===== config.mk =====
export PLATFORM = sky130hd
export DESIGN_NAME = pmp_capture_ctrl
export DESIGN_NICKNAME = d
export VERILOG_FILES = /design/src/rtl/pmp_capture_pkg.sv /design/src/rtl/pmp_sync_fifo.sv /design/src/rtl/pmp_capture_ctrl.sv
export SDC_FILE = /design/constraint.sdc
export NUM_CORES = 1
export LEC_CHECK = 0
export ABC_AREA = 1
export CELL_PAD_IN_SITES_DETAIL_PLACEMENT = 1
export CELL_PAD_IN_SITES_GLOBAL_PLACEMENT = 1
export CORE_MARGIN = 4
export CORE_UTILIZATION = 47
export DETAILED_ROUTE_END_ITERATION = 7
export HOLD_SLACK_MARGIN = 0.15
export PLACE_DENSITY_LB_ADDON = 0.1
export SLEW_MARGIN = 10
export SYNTH_ARGS = -nofsm -noshare
export SYNTH_HDL_FRONTEND = slang
export SYNTH_SLANG_ARGS = --single-unit

===== constraint.sdc =====
create_clock -name clk -period 3.9 [get_ports clk]
set_clock_uncertainty 0.15 [all_clocks]
set_input_delay 0.78 -clock clk [delete_from_list [all_inputs] [get_ports clk]]
set_output_delay 0.78 -clock clk [all_outputs]
set_load 0.05 [all_outputs]

===== src/rtl/pmp_capture_pkg.sv =====
// Shared types and default sizes for the PMP capture controller.
package pmp_capture_pkg;

  typedef enum logic [1:0] {
    ST_IDLE    = 2'd0,
    ST_CAPTURE = 2'd1,
    ST_DRAIN   = 2'd2,
    ST_DONE    = 2'd3
  } state_e;

  localparam int DEF_FIFO_AW     = 4;
  localparam int DEF_DECIM_W     = 16;
  localparam int DEF_FRAME_W     = 16;
  localparam int MIN_SYNC_STAGES = 2;

  function automatic logic [7:0] max_u8(input logic [7:0] a, input logic [7:0] b);
    return (a > b) ? a : b;
  endfunction

endpackage


===== src/rtl/pmp_sync_fifo.sv =====
// Single-clock byte FIFO with synchronous flush, registered occupancy and
// show-ahead head output; a full FIFO accepts a push when a pop happens too.
module pmp_sync_fifo
  import pmp_capture_pkg::*;
#(
  parameter int FIFO_AW = DEF_FIFO_AW
) (
  input  logic             clk,
  input  logic             rst,
  input  logic             push,
  input  logic             pop,
  input  logic             flush,
  input  logic [7:0]       din,
  output logic [7:0]       dout,
  output logic             full,
  output logic             empty,
  output logic [FIFO_AW:0] count
);

  localparam int DEPTH = 1 << FIFO_AW;
  localparam logic [FIFO_AW:0] FULL_CNT = {1'b1, {FIFO_AW{1'b0}}};

  logic [7:0]         mem_q [DEPTH];
  logic [FIFO_AW-1:0] wr_ptr_q, rd_ptr_q;
  logic [FIFO_AW:0]   count_q;
  logic               do_push, do_pop;

  assign full    = (count_q == FULL_CNT);
  assign empty   = (count_q == '0);
  assign do_pop  = pop & ~empty;
  assign do_push = push & (~full | do_pop);
  assign dout    = mem_q[rd_ptr_q];
  assign count   = count_q;

  // NOTE: storage has no reset; only pointers and count define what is valid.
  always_ff @(posedge clk) begin
    if (do_push && !flush) mem_q[wr_ptr_q] <= din;
  end

  always_ff @(posedge clk or posedge rst) begin
    if (rst) begin
      wr_ptr_q <= '0;
      rd_ptr_q <= '0;
      count_q  <= '0;
    end else if (flush) begin
      wr_ptr_q <= '0;
      rd_ptr_q <= '0;
      count_q  <= '0;
    end else begin
      if (do_push) wr_ptr_q <= wr_ptr_q + FIFO_AW'(1);
      if (do_pop)  rd_ptr_q <= rd_ptr_q + FIFO_AW'(1);
      case ({do_push, do_pop})
        2'b10:   count_q <= count_q + (FIFO_AW+1)'(1);
        2'b01:   count_q <= count_q - (FIFO_AW+1)'(1);
        default: count_q <= count_q;
      endcase
    end
  end

endmodule


===== src/rtl/pmp_capture_ctrl.sv =====
// Armed, counted ADC capture frame served byte-per-request to the PIC PMP bus.
// Build option DECIM_PEAK_EN: push the window peak instead of the last sample.
module pmp_capture_ctrl
  import pmp_capture_pkg::*;
#(
  parameter int FIFO_AW     = DEF_FIFO_AW,
  parameter int DECIM_W     = DEF_DECIM_W,
  parameter int FRAME_W     = DEF_FRAME_W,
  parameter int SYNC_STAGES = MIN_SYNC_STAGES
) (
  input  logic               clk,
  input  logic               rst,
  input  logic [7:0]         adc_data,
  input  logic               adc_valid,
  input  logic [DECIM_W-1:0] decim_ratio,
  input  logic [FRAME_W-1:0] frame_len,
  input  logic               arm,
  input  logic               abort,
  input  logic               pmp_dreq,
  output logic [7:0]         pmp_d,
  output logic               pmp_strobe,
  output logic               busy,
  output logic               done,
  output logic               overflow,
  output logic               underrun,
  output logic [FIFO_AW:0]   fill_level
);

  // Fewer than two flops would not resolve metastability on the async request.
  localparam int SYNC_N = (SYNC_STAGES < MIN_SYNC_STAGES) ? MIN_SYNC_STAGES : SYNC_STAGES;
  localparam logic [FRAME_W-1:0] ONE_FRAME = FRAME_W'(1);

  state_e             state_q;
  logic [DECIM_W-1:0] ratio_q, dcnt_q;
  logic [FRAME_W-1:0] frame_len_q, fcnt_q, fcnt_inc;
  logic [SYNC_N-1:0]  dreq_sync_q;
  logic               dreq_prev_q;
  logic [7:0]         pmp_d_q;
  logic               strobe_q, busy_q, done_q, overflow_q, underrun_q;

  logic               req_rise, serve, capturing, eligible;
  logic               fifo_push, fifo_pop, fifo_flush, fifo_full, fifo_empty;
  logic [7:0]         fifo_din, fifo_dout;
  logic [FIFO_AW:0]   fifo_count;

  assign req_rise   = dreq_sync_q[SYNC_N-1] & ~dreq_prev_q;
  assign serve      = req_rise & ~abort & ((state_q == ST_CAPTURE) || (state_q == ST_DRAIN));
  assign fifo_pop   = serve & ~fifo_empty;
  assign capturing  = (state_q == ST_CAPTURE) & ~abort;
  assign eligible   = capturing & adc_valid & (dcnt_q == ratio_q);
  assign fifo_push  = eligible;
  assign fifo_flush = abort | ((state_q == ST_IDLE) & arm);
  assign fcnt_inc   = fcnt_q + ONE_FRAME;

`ifdef DECIM_PEAK_EN
  logic [7:0] peak_q, window_max;

  // A new window starts whenever the decimation counter is back at zero.
  assign window_max = (dcnt_q == '0) ? adc_data : max_u8(peak_q, adc_data);
  assign fifo_din   = window_max;

  always_ff @(posedge clk or posedge rst) begin
    if (rst)                          peak_q <= '0;
    else if (capturing && adc_valid)  peak_q <= window_max;
  end
`else
  assign fifo_din = adc_data;
`endif

  always_ff @(posedge clk or posedge rst) begin
    if (rst) begin
      dreq_sync_q <= '0;
      dreq_prev_q <= 1'b0;
    end else begin
      dreq_sync_q <= {dreq_sync_q[SYNC_N-2:0], pmp_dreq};
      dreq_prev_q <= dreq_sync_q[SYNC_N-1];
    end
  end

  pmp_sync_fifo #(.FIFO_AW(FIFO_AW)) u_fifo (
    .clk   (clk),
    .rst   (rst),
    .push  (fifo_push),
    .pop   (fifo_pop),
    .flush (fifo_flush),
    .din   (fifo_din),
    .dout  (fifo_dout),
    .full  (fifo_full),
    .empty (fifo_empty),
    .count (fifo_count)
  );

  // NOTE: sequential state uses non-blocking assignments only, so every branch
  // below reads the pre-edge values regardless of statement order.
  always_ff @(posedge clk or posedge rst) begin
    if (rst) begin
      state_q     <= ST_IDLE;
      ratio_q     <= '0;
      dcnt_q      <= '0;
      frame_len_q <= '0;
      fcnt_q      <= '0;
      pmp_d_q     <= '0;
      strobe_q    <= 1'b0;
      busy_q      <= 1'b0;
      done_q      <= 1'b0;
      overflow_q  <= 1'b0;
      underrun_q  <= 1'b0;
    end else begin
      done_q   <= 1'b0;
      strobe_q <= fifo_pop;
      if (fifo_pop) pmp_d_q <= fifo_dout;

      if (abort) begin
        state_q <= ST_IDLE;
        busy_q  <= 1'b0;
      end else begin
        case (state_q)
          ST_IDLE: begin
            if (arm) begin
              ratio_q     <= decim_ratio;
              frame_len_q <= (frame_len == '0) ? ONE_FRAME : frame_len;
              dcnt_q      <= '0;
              fcnt_q      <= '0;
              overflow_q  <= 1'b0;
              underrun_q  <= 1'b0;
              busy_q      <= 1'b1;
              state_q     <= ST_CAPTURE;
            end
          end
          ST_CAPTURE: begin
            if (adc_valid) dcnt_q <= eligible ? '0 : dcnt_q + DECIM_W'(1);
            if (eligible) begin
              fcnt_q <= fcnt_inc;
              if (fifo_full && !fifo_pop) overflow_q <= 1'b1;
              if (fcnt_inc == frame_len_q) state_q <= ST_DRAIN;
            end
            if (serve && fifo_empty) underrun_q <= 1'b1;
          end
          ST_DRAIN: begin
            if (serve && fifo_empty) underrun_q <= 1'b1;
            if (fifo_empty) begin
              busy_q  <= 1'b0;
              done_q  <= 1'b1;
              state_q <= ST_DONE;
            end
          end
          ST_DONE: state_q <= ST_IDLE;
          default: state_q <= ST_IDLE;
        endcase
      end
    end
  end

  assign pmp_d      = pmp_d_q;
  assign pmp_strobe = strobe_q;
  assign busy       = busy_q;
  assign done       = done_q;
  assign overflow   = overflow_q;
  assign underrun   = underrun_q;
  assign fill_level = fifo_count;

endmodule


==> summary.md <==
| Metric | Value |
|---|---|
| Max Cap Viol | `0` |
| PortBufs | `63` |
| First-pass GRT wire length | `44400 microns` |
| Xor and xnor area share after synthesis | `1.80%` |
| Number of flops mapped to enable cells by yosys | `128` |
| Worst path buffer plus inverter count | `3` |
| Design area | `~12000 sq um` |
| Starting utilization of the core area | `48.1%` |
| Syn Area/Cell | `between 10 and 15 sq um` |
| CTS tree | `built` |
| Placed Cells | `~1300` |
| Final Hold Fails | `0` |
| Peak supply drop | `roughly 0.40 mV` |
| Clk buf depth | `3` |
| Final WL | `27600 microns` |
| Post-cts gate resize count | `0` |
| Synth cell types | `45` |
| Leak | `4.62 nW` |
| Die W | `155 microns` |
| Int Pwr | `4.66 mW` |
| Syn Std Cell Area | `slightly above 10000 sq um` |
| Chip height | `155 microns` |
| Slowest CP cell | `ha_1` |
| GRT Total Usage | `23.2%` |
| Crit path max-delay family | `simple AND/OR/NAND/NOR gates` |
| Worst slew pin tran | `around 1.1 ns` |
| Syn_nets | `1056` |
| Top Ports | `64` |
| CTS H-tree depth | `1` |
| Post-placement cell area | `11300 sq um` |
| Root buffer cell | `clkbuf_16` |
| FF+latch count, synth | `223` |
| Post-synth top area share | `between 30% and 40%` |
| Psw | `2.22 mW` |
| CP Data Required Time | `4.18 ns` |
| CTS sink cnt | `about 220` |
| NumNets Final | `1137` |
| Critical Path Max Stage Delay | `0.50 ns` |
| Sw Ratio | `32.3%` |
| Layout cells sized above 1 | `a little under a tenth` |
| Critical-path cell list | `inv_1, ha_1, inv_4, nor2_4, nand2_1, nor2_2, nand2_2, nor2_4, nand3_4, nand2_2, inv_2, fa_1, nand3_1, nand2_1, xor2_1, xnor2_1, nand3_1, o21ai_1` |
| Unrepaired setup endpoints after global routing | `no` |
| Tot Pwr | `around 6.9 mW` |
| Top-count cell post-synth | `nand2_1` |
| FFs w/ async S/R, synth | `42.6%` |
| Setup TNS | `0 ns` |
| Iter 0 DRT Violations | `approximately 550` |
| Multiplexer share of the synthesized area | `about 2.1%` |
| Most instantiated cells after synthesis | `206 x nand2_1, 128 x edfxtp_1, 121 x nor2_1, 95 x dfrtp_1, 68 x inv_1` |
| Die ar. | `24200 sq um` |
| Area occupied by multi-input gates | `3530 sq um` |
| Post-CTS Setup Inserts | `0` |
| First-pass DRT Iterations | `6` |
| Non-filler instance count after layout | `1370` |
| Via count | `7665` |
| Register area share after synthesis | `60.9%` |
| Worst min-delay path class | `flip-flop to flip-flop` |
| Adder-Cell Fraction of Synth Area | `1.79%` |
| Worst skew pair latency | `0.51 ns` |
| Largest family of logic cells by synthesized area | `simple AND/OR/NAND/NOR gates` |
| Cell count after synthesis | `roughly 1000` |
| CTS Hold Bufs | `0` |
| Ant. Diodes | `0` |
| Layout area overhead | `18.0%` |
| Vias in the first global route | `8186` |
| Num CTS Buffers | `24` |
| Max_slew headroom | `28.7%` |
| Register area | `6220 sq um` |
| Synth Flop Type | `edfxtp_1` |
| Worst Path Arrival | `3.51 ns` |
| Core area | `21200 sq um` |
| Compound-Gate Fraction of Synth Area | `between 9 and 10%` |
| Fin crit share | `82.6%` |
| HPWL Detailed | `roughly 19000 microns` |
| Clock power share | `between 30% and 40%` |
| Antenna-violating nets left | `0` |
| Row count | `53` |
| DRC violations left | `0` |
| Crit Path Category | `flip-flop to flip-flop` |
| Fin crit period | `around 3.2 ns` |
| DR vias/cell | `~5.6` |
| Top area cells in the synthesized netlist | `edfxtp_1 38%, dfrtp_1 23%, nand2_1 7.6%, nor2_1 4.4%, o21ai_0 2.9%` |
| Largest net degree at the start of global routing | `50` |
| Synth warn | `0` |
| Power Dens Cells | `571 nW/um^2` |
| Gr ovfl total | `0` |
| Worst setup SP type | `flip-flop` |
| FMAX | `310 MHz` |
| Post-Synth Simple-Gate Area | `19.0%` |
| Fin. max-slew vios | `0` |
| Fillers | `approximately 2300` |
| Initial antenna violation count | `0` |
| Biggest area consumer among synthesized cells | `edfxtp_1` |
| Comb pwr share | `23.9%` |
| Clock transition at path regs | `0.06 ns` |
| Fin Hold WS | `0.202 ns` |
| Flop pwr share | `43.4%` |
| Status | `finished, final reports clean` |
| Final setup fails | `0` |
| Crit-path max FO | `9` |
| GP Congestion | `0.828` |
| Drt wl/cell | `20.2 microns` |
| Crit. End Element | `flip-flop` |
[path summary, 6_finish.rpt]
| kind | startpoint | endpoint | slack [ns] | cells past startpoint |
|---|---|---|---|---|
| worst min register to register | dreq_sync_q[0] | dreq_sync_q[1] | 0.20 | 0 |
| min in group asynchronous | rst | busy | 0.58 | 2 |
| worst max-delay path | state_q[1] | u_fifo.count[4] | 0.68 | 18 |
| max in group asynchronous | rst | dcnt_q[0] | 2.21 | 4 |
| worst min-delay path | dreq_sync_q[0] | dreq_sync_q[1] | 0.20 | 0 |
| worst max register to register | state_q[1] | u_fifo.count[4] | 0.68 | 18 |
[routing by layer]
layer | global-route usage, % | wire length (microns) | vias to the layer above
met3 | 3.31 | 1200 | 47
met5 | 0 | 0 | -
met1 | 28.7 | 11200 | 3838
li1 | - | - | 3613
met4 | 6.46 | 598 | 0
met2 | 42.2 | 14600 | 167
[worst register-to-register path: stages (launching register included)]
cell     delay [ns]
dfrtp_1        0.41
inv_1          0.10
ha_1           0.50
inv_4          0.07
nor2_4         0.09
nand2_1        0.07
nor2_2         0.09
nand2_2        0.06
nor2_4         0.10
nand3_4        0.18
nand2_2        0.14
inv_2          0.08
fa_1           0.41
nand3_1        0.10
nand2_1        0.07
xor2_1         0.15
xnor2_1        0.18
nand3_1        0.10
o21ai_1        0.09
[cell families (layout without fill, tap and decap cells)]
family	count (synthesis)	after routing
and+or+nand+nor	441	441
DFF	223	223
AOI/OAI and AO/OA	157	157
buffers and inverters	119	218
xor gates and xnor gates	21	21
muxes	21	21
adders and majority gates	14	14
[layout by cell type (no fill, tap or decap), types with 3 or more instances in the layout]
cell,n
a21oi_1,21
a31oi_1,9
buf_4,27
clkbuf_1,9
clkbuf_16,25
clkdlybuf4s50_1,63
clkinv_2,5
dfrtp_1,94
edfxtp_1,128
ha_1,13
inv_1,67
inv_2,12
mux2i_1,21
nand2_1,206
nand2_2,5
nand3_1,53
nand3b_1,5
nand4_1,14
nor2_1,120
nor2_2,6
nor2_4,7
nor3_1,14
nor4_1,5
o211ai_1,12
o21ai_0,60
o21ai_1,3
o221ai_1,21
o22ai_1,14
o32ai_1,11
xnor2_1,6
xor2_1,15
[power groups by stage]
stage	logic, mW	registers (mW)	clock network (mW)
6_report	1.64	2.98	2.25
2_1_floorplan	0.897	3.20	0
4_1_cts	1.67	2.98	2.30
3_3_place_gp	1.62	3.01	0
3_5_place_dp	1.65	3.02	0
5_1_grt	1.83	3.03	2.40
[registers in the layout (all words and copies together), names as in the netlist, 2 cells and up]
| name | flops |
|---|---|
| u_fifo.mem_q | 128 |
| state_q | 2 |
| dreq_sync_q | 2 |
| u_fifo.count | 5 |
| u_fifo.rd_ptr_q | 4 |
| u_fifo.wr_ptr_q | 4 |
| pmp_d | 8 |
| dcnt_q | 16 |
| ratio_q | 16 |
| fcnt_q | 16 |
| frame_len_q | 16 |
[final cells by class]
cell class | count | area share (%)
clock inverters | 9 | 0.810
inverters | 82 | 2.60
clock buffers | 35 | 5.59
repair buffers | 92 | 7.25
multi-input cells | 654 | 29.3
well taps | 275 | 2.86
flip-flops and latches | 223 | 51.6
[stage by stage]
step | util (%) | setup WS, ns
2_1_floorplan | - | 0.493
3_3_place_gp | 53.1 | 0.427
3_5_place_dp | 53.1 | 0.335
4_1_cts | 56.8 | 0.681
5_1_grt | 56.8 | 0.484
6_report | 56.8 | 0.677
(Power assumes the default switching activity.)
